### config.mk
export PLATFORM = sky130hd
export DESIGN_NAME = uart_tx_arbiter
export DESIGN_NICKNAME = d
export VERILOG_FILES = /design/src/rtl/uart_tx_arbiter.sv
export SDC_FILE = /design/constraint.sdc
export NUM_CORES = 1
export LEC_CHECK = 0
export ABC_AREA = 1
export CAP_MARGIN = 20
export CORE_AREA = 4 4 83 54
export CTS_CLUSTER_SIZE = 14
export DETAILED_ROUTE_END_ITERATION = 12
export DIE_AREA = 0 0 87 58
export PLACE_DENSITY = 0.91
export RECOVER_POWER = 100
export SLEW_MARGIN = 20
export SYNTH_ARGS = -nofsm -noshare
export SYNTH_HDL_FRONTEND = slang
export SYNTH_SLANG_ARGS = --single-unit
### constraint.sdc
create_clock -name clk -period 2.2 [get_ports clk]
set_clock_uncertainty 0.05 [all_clocks]
set_input_delay 0.33 -clock clk [delete_from_list [all_inputs] [get_ports clk]]
set_output_delay 0.33 -clock clk [all_outputs]
set_load 0.1 [all_outputs]
### src/rtl/uart_tx_arbiter.sv
// Round-robin arbiter that hands one byte at a time from four requesters to a UART transmitter.
// A frame spans LOAD, then FRAME_TICKS baud ticks in SEND, then a one-cycle DONE that acknowledges the requester.
module uart_tx_arbiter #(
    parameter int FRAME_TICKS = 11,
    parameter int NREQ        = 4,
    parameter int DATA_W      = 8
) (
    input  logic                     clk,
    input  logic                     reset,
    input  logic                     intx,
    input  logic [NREQ-1:0]          req,
    input  logic [NREQ*DATA_W-1:0]   req_data,
    output logic [NREQ-1:0]          gnt,
    output logic [$clog2(NREQ)-1:0]  gnt_id,
    output logic [NREQ-1:0]          ack,
    output logic [DATA_W-1:0]        tx_data,
    output logic                     tx_load,
    output logic                     busy
);

    localparam int ID_W = $clog2(NREQ);
    localparam logic [3:0] LAST_TICK = 4'(FRAME_TICKS - 1);

    typedef enum logic [1:0] {
        IDLE = 2'd0,
        LOAD = 2'd1,
        SEND = 2'd2,
        DONE = 2'd3
    } state_t;

    state_t            state_q;
    state_t            state_d;
    logic [3:0]        tick_cnt;
    logic [ID_W-1:0]   last_id;
    logic [ID_W-1:0]   cand;
    logic [ID_W-1:0]   win_id;
    logic              win_found;
    logic [DATA_W-1:0] win_data;

    // Search starts just after the last served requester, so it ends up with lowest priority.
    always_comb begin
        win_found = 1'b0;
        win_id    = '0;
        cand      = '0;
        for (int i = 1; i <= NREQ; i++) begin
            cand = last_id + ID_W'(i);
            if (!win_found && req[cand]) begin
                win_found = 1'b1;
                win_id    = cand;
            end
        end
    end

    always_comb begin
        win_data = '0;
        for (int i = 0; i < NREQ; i++) begin
            if (win_id == ID_W'(i)) begin
                win_data = req_data[i*DATA_W +: DATA_W];
            end
        end
    end

    always_ff @(posedge clk or negedge reset) begin
        if (!reset) begin
            state_q <= IDLE;
        end else begin
            state_q <= state_d;
        end
    end

    always_comb begin
        state_d = state_q;
        tx_load = 1'b0;
        ack     = '0;
        busy    = (state_q != IDLE);
        case (state_q)
            IDLE: begin
                if (win_found) begin
                    state_d = LOAD;
                end
            end
            LOAD: begin
                tx_load = 1'b1;
                state_d = SEND;
            end
            SEND: begin
                if (intx && (tick_cnt == LAST_TICK)) begin
                    state_d = DONE;
                end
            end
            DONE: begin
                ack[gnt_id] = 1'b1;
                state_d     = IDLE;
            end
            default: state_d = IDLE;
        endcase
    end

    // Ticks outside SEND are deliberately ignored; tx_data and gnt_id persist until the next grant.
    always_ff @(posedge clk or negedge reset) begin
        if (!reset) begin
            gnt      <= '0;
            gnt_id   <= '0;
            tx_data  <= '0;
            tick_cnt <= '0;
            last_id  <= ID_W'(NREQ - 1);
        end else begin
            case (state_q)
                IDLE: begin
                    if (win_found) begin
                        gnt     <= {{(NREQ-1){1'b0}}, 1'b1} << win_id;
                        gnt_id  <= win_id;
                        tx_data <= win_data;
                    end
                end
                LOAD: begin
                    tick_cnt <= '0;
                end
                SEND: begin
                    if (intx) begin
                        tick_cnt <= tick_cnt + 4'd1;
                    end
                end
                DONE: begin
                    gnt     <= '0;
                    last_id <= gnt_id;
                end
                default: ;
            endcase
        end
    end

endmodule

== Yosys cells after proc, flatten, opt, wreduce, memory -nomap -nowiden ==
Cells that the tools add are included.

* Register bits: 22
* Input bits: 39
* Output and inout bits: 20
* Word-level logic and storage cells: 75

* Add/sub/neg operators: 4
* $lt $le $gt $ge: 6
* Eq/ne operators: 10
* Shift-type cells: 1
* Mux-type cells: 31
* Reduce and logical (&&, ||, !) cells: 17

{| class="wikitable"
|+ Operators with widths
! operator !! count
|-
| $mux W8 || 4
|-
| $pmux W4 S2 || 2
|-
| $lt A2 B3 Y1 const B || 5
|-
| $mux W2 || 6
|-
| $mux W4 || 3
|-
| $mux W1 || 10
|-
| $bmux W1 S2 || 4
|-
| $eq A2 B2 Y1 const B || 4
|-
| $pmux W2 S4 || 1
|-
| $reduce_and A2 Y1 || 4
|-
| $ne A2 B2 Y1 const B || 3
|-
| $reduce_bool A2 Y1 || 3
|-
| $logic_and A1 B1 Y1 || 5
|-
| $add A2 B2 Y2 const B || 2
|-
| $add A4 B1 Y4 const B || 1
|-
| $eq A2 B1 Y1 const B || 2
|-
| $eq A4 B4 Y1 const B || 1
|-
| $logic_not A2 Y1 || 2
|-
| $shl A1 B2 Y4 const A || 1
|-
| $logic_not A1 Y1 || 3
|-
| $add A2 B1 Y2 const B || 1
|-
| $demux W1 S2 || 1
|-
| $ge A2 B1 Y1 const B || 1
|}

== Logic depth before layout (Yosys ltp) ==
Gate-level depths: netlist of the first run.

* Depth in word-level cells: 18
* Mapped depth: 17
* Mapped depth without buffers: 15

== Least setup slack after synthesis of the first run ==
OpenSTA, ideal clock, no wires.

* Path type: reg-to-output
* Start point: reg gnt_id[0]
* End point: out ack[0]
* Arrival time: 2.986 ns
* Required time: 1.820 ns
* Slack: -1.166 ns
* Cell stages (with the launch flop): 2
* Buffers on the path: 0
* Cells stage by stage: dfrtp_1 > nor3_1

* Cells in the longest elaborated chain, start to end: 5
* Elaborated cells on any way between the ends: 6
* Those cells by class: 2 x order compare; 3 x mux; 1 x reduce/logical

{| class="wikitable"
|+ Ends and longest elaborated chain
! item !! RTL line !! text
|-
| start, declared || 14 || <nowiki>output logic [$clog2(NREQ)-1:0] gnt_id,</nowiki>
|-
| start signal, assigned || 112 || <nowiki>gnt_id <= win_id;</nowiki>
|-
| $lt A2 B3 Y1 (not written as such) / $ge A2 B1 Y1 (equally long branches) || 92 || <nowiki>ack[gnt_id] = 1'b1;</nowiki>
|-
| $logic_and A1 B1 Y1 (not written as such) || 92 ||
|-
| $mux W1 (not written as such) || 92 ||
|-
| $demux W1 S2 (*) || 92 ||
|-
| $mux W4 (*) || 76 || <nowiki>case (state_q)</nowiki>
|-
| end, declared || 15 || <nowiki>output logic [NREQ-1:0] ack,</nowiki>
|}

Every way passes the cells marked *; elsewhere a longest branch is shown, timed or not.

== Worst setup path after layout of the first run ==
* Start point: reg last_id[0]
* End point: reg tx_data[3]

* Cells in the longest elaborated chain, start to end: 18
* Elaborated cells on any way between the ends: 34
* Those cells by class: 3 x add/sub; 3 x eq/ne; 20 x mux; 8 x reduce/logical

{| class="wikitable"
|+ Ends and longest elaborated chain
! item !! RTL line !! text
|-
| start, declared || 34 || <nowiki>logic [ID_W-1:0] last_id;</nowiki>
|-
| start signal, assigned || 106 || <nowiki>last_id <= ID_W'(NREQ - 1);</nowiki>
|-
| start signal, assigned || 126 || <nowiki>last_id <= gnt_id;</nowiki>
|-
| $add A2 B1 Y2 || 46 || <nowiki>cand = last_id + ID_W'(i);</nowiki>
|-
| $bmux W1 S2 || 47 || <nowiki>if (!win_found && req[cand]) begin</nowiki>
|-
| $mux W1 (not written as such) || 47 ||
|-
| $mux W1 || 47 ||
|-
| $logic_not A1 Y1 || 47 ||
|-
| $logic_and A1 B1 Y1 || 47 ||
|-
| $mux W1 || 47 ||
|-
| $logic_not A1 Y1 || 47 ||
|-
| $logic_and A1 B1 Y1 || 47 ||
|-
| $mux W1 || 47 ||
|-
| $logic_not A1 Y1 || 47 ||
|-
| $logic_and A1 B1 Y1 || 47 ||
|-
| $mux W2 || 47 ||
|-
| $logic_not A2 Y1 || 57 || <nowiki>if (win_id == ID_W'(i)) begin</nowiki>
|-
| $mux W8 (4 in series) || 57 ||
|-
| end signal, assigned || 113 || <nowiki>tx_data <= win_data;</nowiki>
|-
| end, declared || 16 || <nowiki>output logic [DATA_W-1:0] tx_data,</nowiki>
|}

Parallel ways exist; a longest one is shown, timed or not. The select of a mux whose other input is x is not followed.
A chain may end at the register's enable or synchronous reset.

==> flow_summary.json, run 1 <==
{
  "critical_path.cell_chain": "clkinv_4, buf_6, nand2_2, nand3_2, nand2_2, nand4_1, nand3_4, buf_12, nand2_8, o21ai_2, inv_1, nand2_1, nand2_1",
  "dieArea_sq_um": 5050,
  "row_count": 17,
  "startpoint_type": "flop",
  "antenna_left": 0,
  "yosysSeqAreaShare": 0.339,
  "endpoint_kind": "flop",
  "violations": "setup timing",
  "finalCritPeriodShare": 1.02,
  "num_antenna_cells": 0,
  "crit_required_ns": 2.32,
  "status": "complete, but fails checks",
  "slew_violations": 0,
  "place_area_sq_um": 2360,
  "grt_usage": 0.191,
  "htreeDepth": 1,
  "crit_family": "simple AND/OR/NAND/NOR gates",
  "first_iter_violations": 137,
  "min_path_type": "reg2reg",
  "critPathMaxStageDelay_ns": 0.61,
  "die_x_um": 87,
  "final_nets": 360,
  "wl_met1_um": 2400,
  "yosys-top-cells-area": "dfrtp_1, nand2_1, nand3_1, inv_1, ha_1",
  "dp.final_hpwl_um": 3830,
  "layout_setup_ws_ns": -0.0430,
  "finalHoldViolCount": 0,
  "grt_max_degree": 23,
  "max-slew-margin-rel": 0.172,
  "overflow": 0,
  "yosysUniqueCellTypes": 27,
  "numCtsBuffers": 3,
  "final_area_sq_um": 2690,
  "routedWlPerCell_um": 15.9,
  "port_buffers": 58,
  "drive_gt1_frac": 0.306,
  "num_vias": 1976,
  "min_period_ns": 2.24,
  "syn-cell-area_sq_um": 1630,
  "pre_cts_ws_ns": -0.144,
  "cts_tree": "yes",
  "drc_errors": 0,
  "route.met2.wl_um": 2650,
  "die_h_um": 58,
  "setup_violations": 6,
  "arrival_ns": 2.36,
  "syn_to_final_growth_pct": 65.2,
  "synth.top_cell.area_share": 0.307,
  "antenna_found_initial": 0,
  "yosysTopAreaCell": "dfrtp_1",
  "worst_path_max_delay_cell": "dfstp_2",
  "rsz0062_at_grt": "yes",
  "cap_violations": 0,
  "drt_pre_antenna_iters": 4,
  "worst-path-buf-inv": 4,
  "route.met3.wl_um": 567,
  "core_sq_um": 3640,
  "ys_warn_count": 0,
  "cts.clk_slew.worst_paths_ns": 0.09,
  "ys_ff_latch": 22,
  "syn_nets": 283,
  "clockBufferDepth": 2,
  "start_util": 0.448,
  "via_per_inst": 5.47,
  "syn_avg_cell_area_sq_um": 6.85,
  "clk_latency_ns": 0.27,
  "crit_type": "reg2reg",
  "hold_ws_ns": 0.445,
  "routed_wl_um": 5740,
  "cp_max_fo": 8,
  "fmax_mhz": 446,
  "ios": 59,
  "hold_buffers": 0,
  "cts_root_buf": "clkbuf_8",
  "most-common-layout-cells": "nand2_1, clkdlybuf4s50_1, inv_1, buf_4, nand3_1",
  "synth_cells": 238,
  "clkSinkCount": 22,
  "tightestPinTransition_ns": 1.24,
  "grt_pass1_wl_um": 7780,
  "first_global_vias": 1766,
  "layout_commonest_cell": "nand2_1",
  "place.gp.congestion": 0.990,
  "fill_cells": 244,
  "top_layer": "met4"
}
## layer usage
layer	vias to the layer above	GRT usage
met4	0	0.0400
met2	123	0.310
met3	12	0.0568
met5	-	0
met1	925	0.254
li1	916	-
## area by class of cell
cell class              instances  area, sq um  share of cell area
clock inverters                 1         30.0              0.0111
multi-input cells             176         1090               0.405
clock buffers                   3         41.3              0.0153
well taps                      47         58.8              0.0218
repair inverters                1         7.51             0.00279
inverters                      34          139              0.0516
flip-flops and latches         22          553               0.205
repair buffers                 77          773               0.287
## cells in the mapped netlist
cell,instances
a21boi_2,1
a21oi_1,3
a22oi_1,1
buf_2,4
buf_4,2
buf_6,1
dfrtp_1,20
dfstp_2,2
ha_1,6
inv_1,30
inv_2,4
nand2_1,83
nand2_2,5
nand2_4,2
nand3_1,23
nand3_2,4
nand3b_1,1
nand4_1,7
nor2_1,9
nor2_2,3
nor2_8,1
nor3_1,2
o21ai_0,11
o21ai_1,5
o21ai_2,3
o22ai_1,4
xnor2_1,1
## path summary, 6_finish.rpt
path	from	endpoint	slack (ns)	cells after the start
worst max register to register	last_id[0]$_DFFE_PN1P_	tx_data[3]$_DFFE_PN0P_	-0.04	13
min in group asynchronous	reset	gnt[0]$_DFFE_PN0P_	0.78	2
worst min-delay path	tx_data[2]$_DFFE_PN0P_	tx_data[2]$_DFFE_PN0P_	0.45	2
worst max-delay path	last_id[0]$_DFFE_PN1P_	tx_data[3]$_DFFE_PN0P_	-0.04	13
max in group asynchronous	reset	tx_data[3]$_DFFE_PN0P_	0.58	2
worst min register to register	tx_data[2]$_DFFE_PN0P_	tx_data[2]$_DFFE_PN0P_	0.45	2
## worst register-to-register path, cell delays in order, from the launching register on
cell	delay [ns]
dfstp_2	0.61
clkinv_4	0.11
buf_6	0.15
nand2_2	0.07
nand3_2	0.08
nand2_2	0.13
nand4_1	0.22
nand3_4	0.21
buf_12	0.13
nand2_8	0.08
o21ai_2	0.13
inv_1	0.06
nand2_1	0.08
nand2_1	0.05
## flip-flops by register name, summed over array words and instances, names as in the netlist
name	cells
tx_data	8
gnt	4
tick_cnt	4
gnt_id	2
last_id	2
state_q	2
## stage by stage
step / instances / TNS (ns) / util
2_1_floorplan: 238 / -0.708 / -
3_3_place_gp: 347 / 0 / 0.649
3_5_place_dp: 347 / -1.02 / 0.649
4_1_cts: 351 / 0 / 0.670
5_1_grt: 361 / -0.984 / 0.741
6_report: 361 / -0.155 / 0.741
## repair_timing
action / CTS / global route
setup buffers: 0 / 8
endpoints found under the setup margin: 2 / 13
pin swaps: 0 / 17
gates cloned: 0 / 2
resized for setup: 1 / 50
## kinds of logic (layout without fill, tap and decap cells)
| group | Yosys count | after routing | synth area share |
|---|---|---|---|
| flip-flops | 22 | 22 | 0.339 |
| adder cells (fa/ha/maj) | 6 | 6 | 0.0460 |
| AND/OR/NAND/NOR | 140 | 141 | 0.401 |
| AO/OA/AOI/OAI | 28 | 28 | 0.101 |
| XOR/XNOR | 1 | 1 | 0.00537 |
| buffers and inverters | 41 | 116 | 0.107 |
Power of run 1 is not shown: default switching activity piles up to over one toggle a cycle in this logic, so the estimate is an artifact.
==> run 2: changes to the inputs <==
--- a/config.mk
+++ b/config.mk
@@ -7,11 +7,11 @@
 export LEC_CHECK = 0
 export ABC_AREA = 1
 export CAP_MARGIN = 20
-export CORE_AREA = 4 4 83 54
+export CORE_AREA = 4 4 101 65
 export CTS_CLUSTER_SIZE = 14
 export DETAILED_ROUTE_END_ITERATION = 12
-export DIE_AREA = 0 0 87 58
-export PLACE_DENSITY = 0.91
+export DIE_AREA = 0 0 105 69
+export PLACE_DENSITY = 0.68
 export RECOVER_POWER = 100
 export SLEW_MARGIN = 20
 export SYNTH_ARGS = -nofsm -noshare
==> run 2 against run 1 <==
The run now ends clean. Die area increased by 44%. Setup slack improved by 0.17 ns. Sequential cell count stayed put. Design area is 8.9% lower. Via count shrank 11%. Fmax up 8.4%. Clock-buffer cell count is the same. Critical endpoint is now tx_data[0]$_DFFE_PN0P_.
==> flow_summary.json, run 2 (synthesized netlist as in run 1, its figures left out) <==
{
  "crit_required_ns": 2.31,
  "cts_root_buf": "clkbuf_8",
  "top_usage_layer": "met1",
  "antenna_left": 0,
  "numCtsBuffers": 3,
  "dp.final_hpwl_um": 3840,
  "cts_tree": "yes",
  "arrival_ns": 2.18,
  "first_iter_violations": 74,
  "fmax_mhz": 483,
  "port_buffers": 58,
  "num_vias": 1755,
  "tightestPinTransition_ns": 1.25,
  "status": "finished, final reports clean",
  "via_per_inst": 4.64,
  "slew_violations": 0,
  "top_register": "tx_data",
  "min_path_type": "reg2reg",
  "grt_usage": 0.134,
  "antenna_found_initial": 0,
  "num_antenna_cells": 0,
  "most-common-layout-cells": "nand2_1, clkdlybuf4s50_1, inv_1, nand3_1, dfrtp_1",
  "met1_usage": 0.204,
  "final_cell_count_no_fill": 378,
  "largest_reg_flops": 8,
  "use_met2": 0.189,
  "finalCritPeriodShare": 0.941,
  "place.gp.congestion": 0.927,
  "worst_path_max_delay_cell": "dfstp_2",
  "final_area_sq_um": 2450,
  "min_period_ns": 2.07,
  "critical_path.cell_chain": "inv_2, nand2_1, nand2_1, nand2_2, nand2_2, inv_2, nand2_1, nand2_2, nand2_4, nor2_8, nand2_8, o21ai_1, inv_1, nand2_1, nand2_1",
  "drive_gt1_frac": 0.239,
  "seqCellArea_sq_um": 553,
  "core_sq_um": 5520,
  "htreeDepth": 1,
  "startpoint_type": "flop",
  "die_h_um": 69,
  "cts.clk_slew.worst_paths_ns": 0.08,
  "cap_violations": 0,
  "timing.setup.tns_ns": 0,
  "place_area_sq_um": 2390,
  "rsz0062_at_grt": "yes",
  "final_nets": 355,
  "multiInputGateArea_sq_um": 995,
  "critPathMaxStageDelay_ns": 0.58,
  "ios": 59,
  "clk_latency_ns": 0.27,
  "endpoint_kind": "flop",
  "first_global_vias": 1668,
  "row_count": 21,
  "hold_ws_ns": 0.440,
  "clockBufferDepth": 2,
  "routedWlPerCell_um": 13.0,
  "start_util": 0.295,
  "overflow": 0,
  "crit_type": "reg2reg",
  "grt_util_met3": 0.0429,
  "clkSinkCount": 22,
  "finalHoldViolCount": 0,
  "drt_pre_antenna_iters": 4,
  "cpMostUsedCell": "nand2_1",
  "fill_cells": 570,
  "hold_buffers": 0,
  "setup_violations": 0,
  "dieArea_sq_um": 7250,
  "reg_top3": "tx_data x8, gnt x4, tick_cnt x4",
  "die_x_um": 105,
  "syn_to_final_growth_pct": 50.5,
  "grt_pass1_wl_um": 8090,
  "cp_max_fo": 8,
  "max-slew-margin-rel": 0.165,
  "layout_commonest_cell": "nand2_1",
  "placedCellCount": 369,
  "grt_max_degree": 23,
  "drc_errors": 0,
  "routed_wl_um": 4910
}
==> run 2: changes by cell type in the layout (fill, tap and decap cells not counted), sizes merged <==
cell / before / now
buf: 37 / 16
clkbuf: 5 / 21
clkinv: 1 / 0
inv: 32 / 33
==> run 2: metrics by stage <==
| stage | utilization | worst slack (ns) |
|---|---|---|
| global placement | 0.433 | 0.00663 |
| floorplan | - | -0.257 |
| finish | 0.445 | 0.130 |
| detailed placement | 0.433 | -0.0192 |
| CTS | 0.446 | 0.154 |
| global route | 0.445 | -0.0384 |
==> run 2: final timing paths <==
kind	from	to	slack, ns	depth (start not counted)
worst min-delay path	tx_data[0]$_DFFE_PN0P_	tx_data[0]$_DFFE_PN0P_	0.44	2
worst max register to register	last_id[1]$_DFFE_PN1P_	tx_data[0]$_DFFE_PN0P_	0.13	15
min in group asynchronous	reset	tick_cnt[3]$_DFFE_PN0P_	0.79	2
worst min register to register	tx_data[0]$_DFFE_PN0P_	tx_data[0]$_DFFE_PN0P_	0.44	2
worst max-delay path	last_id[1]$_DFFE_PN1P_	tx_data[0]$_DFFE_PN0P_	0.13	15
max in group asynchronous	reset	state_q[1]$_DFFE_PN0P_	0.57	2
==> run 2: layer usage <==
metal	part of all wire	vias to the layer above	wire length, um
met5	0	-	0
met4	0.0055	0	27
met3	0.061	6	299
met2	0.41	55	2020
met1	0.52	793	2550
li1	-	901	-
==> run 2: area by class of cell <==
class / instances / area share
Clock inverter: 1 / 0.0122
Timing Repair Buffer: 72 / 0.247
Multi-Input combinational cell: 176 / 0.405
Tap cell: 69 / 0.0352
Inverter: 34 / 0.0546
Timing Repair inverter: 1 / 0.00306
Clock buffer: 3 / 0.0168
Sequential cell: 22 / 0.225
==> run 2: critical path: cells and delay by family (launching register included) <==
| family | cells | cell delay [ns] |
|---|---|---|
| AND/OR/NAND/NOR | 11 | 0.99 |
| flip-flops | 1 | 0.58 |
| buffers and inverters | 3 | 0.21 |
| AO/OA/AOI/OAI | 1 | 0.12 |
==> run 2: repair_timing <==
| action | 4_1_cts | 5_1_grt |
|---|---|---|
| resized for setup | 0 | 17 |
| setup buffers | 0 | 3 |
| endpoints found under the setup margin | 0 | 12 |
Power of run 2 is left out for the same reason.
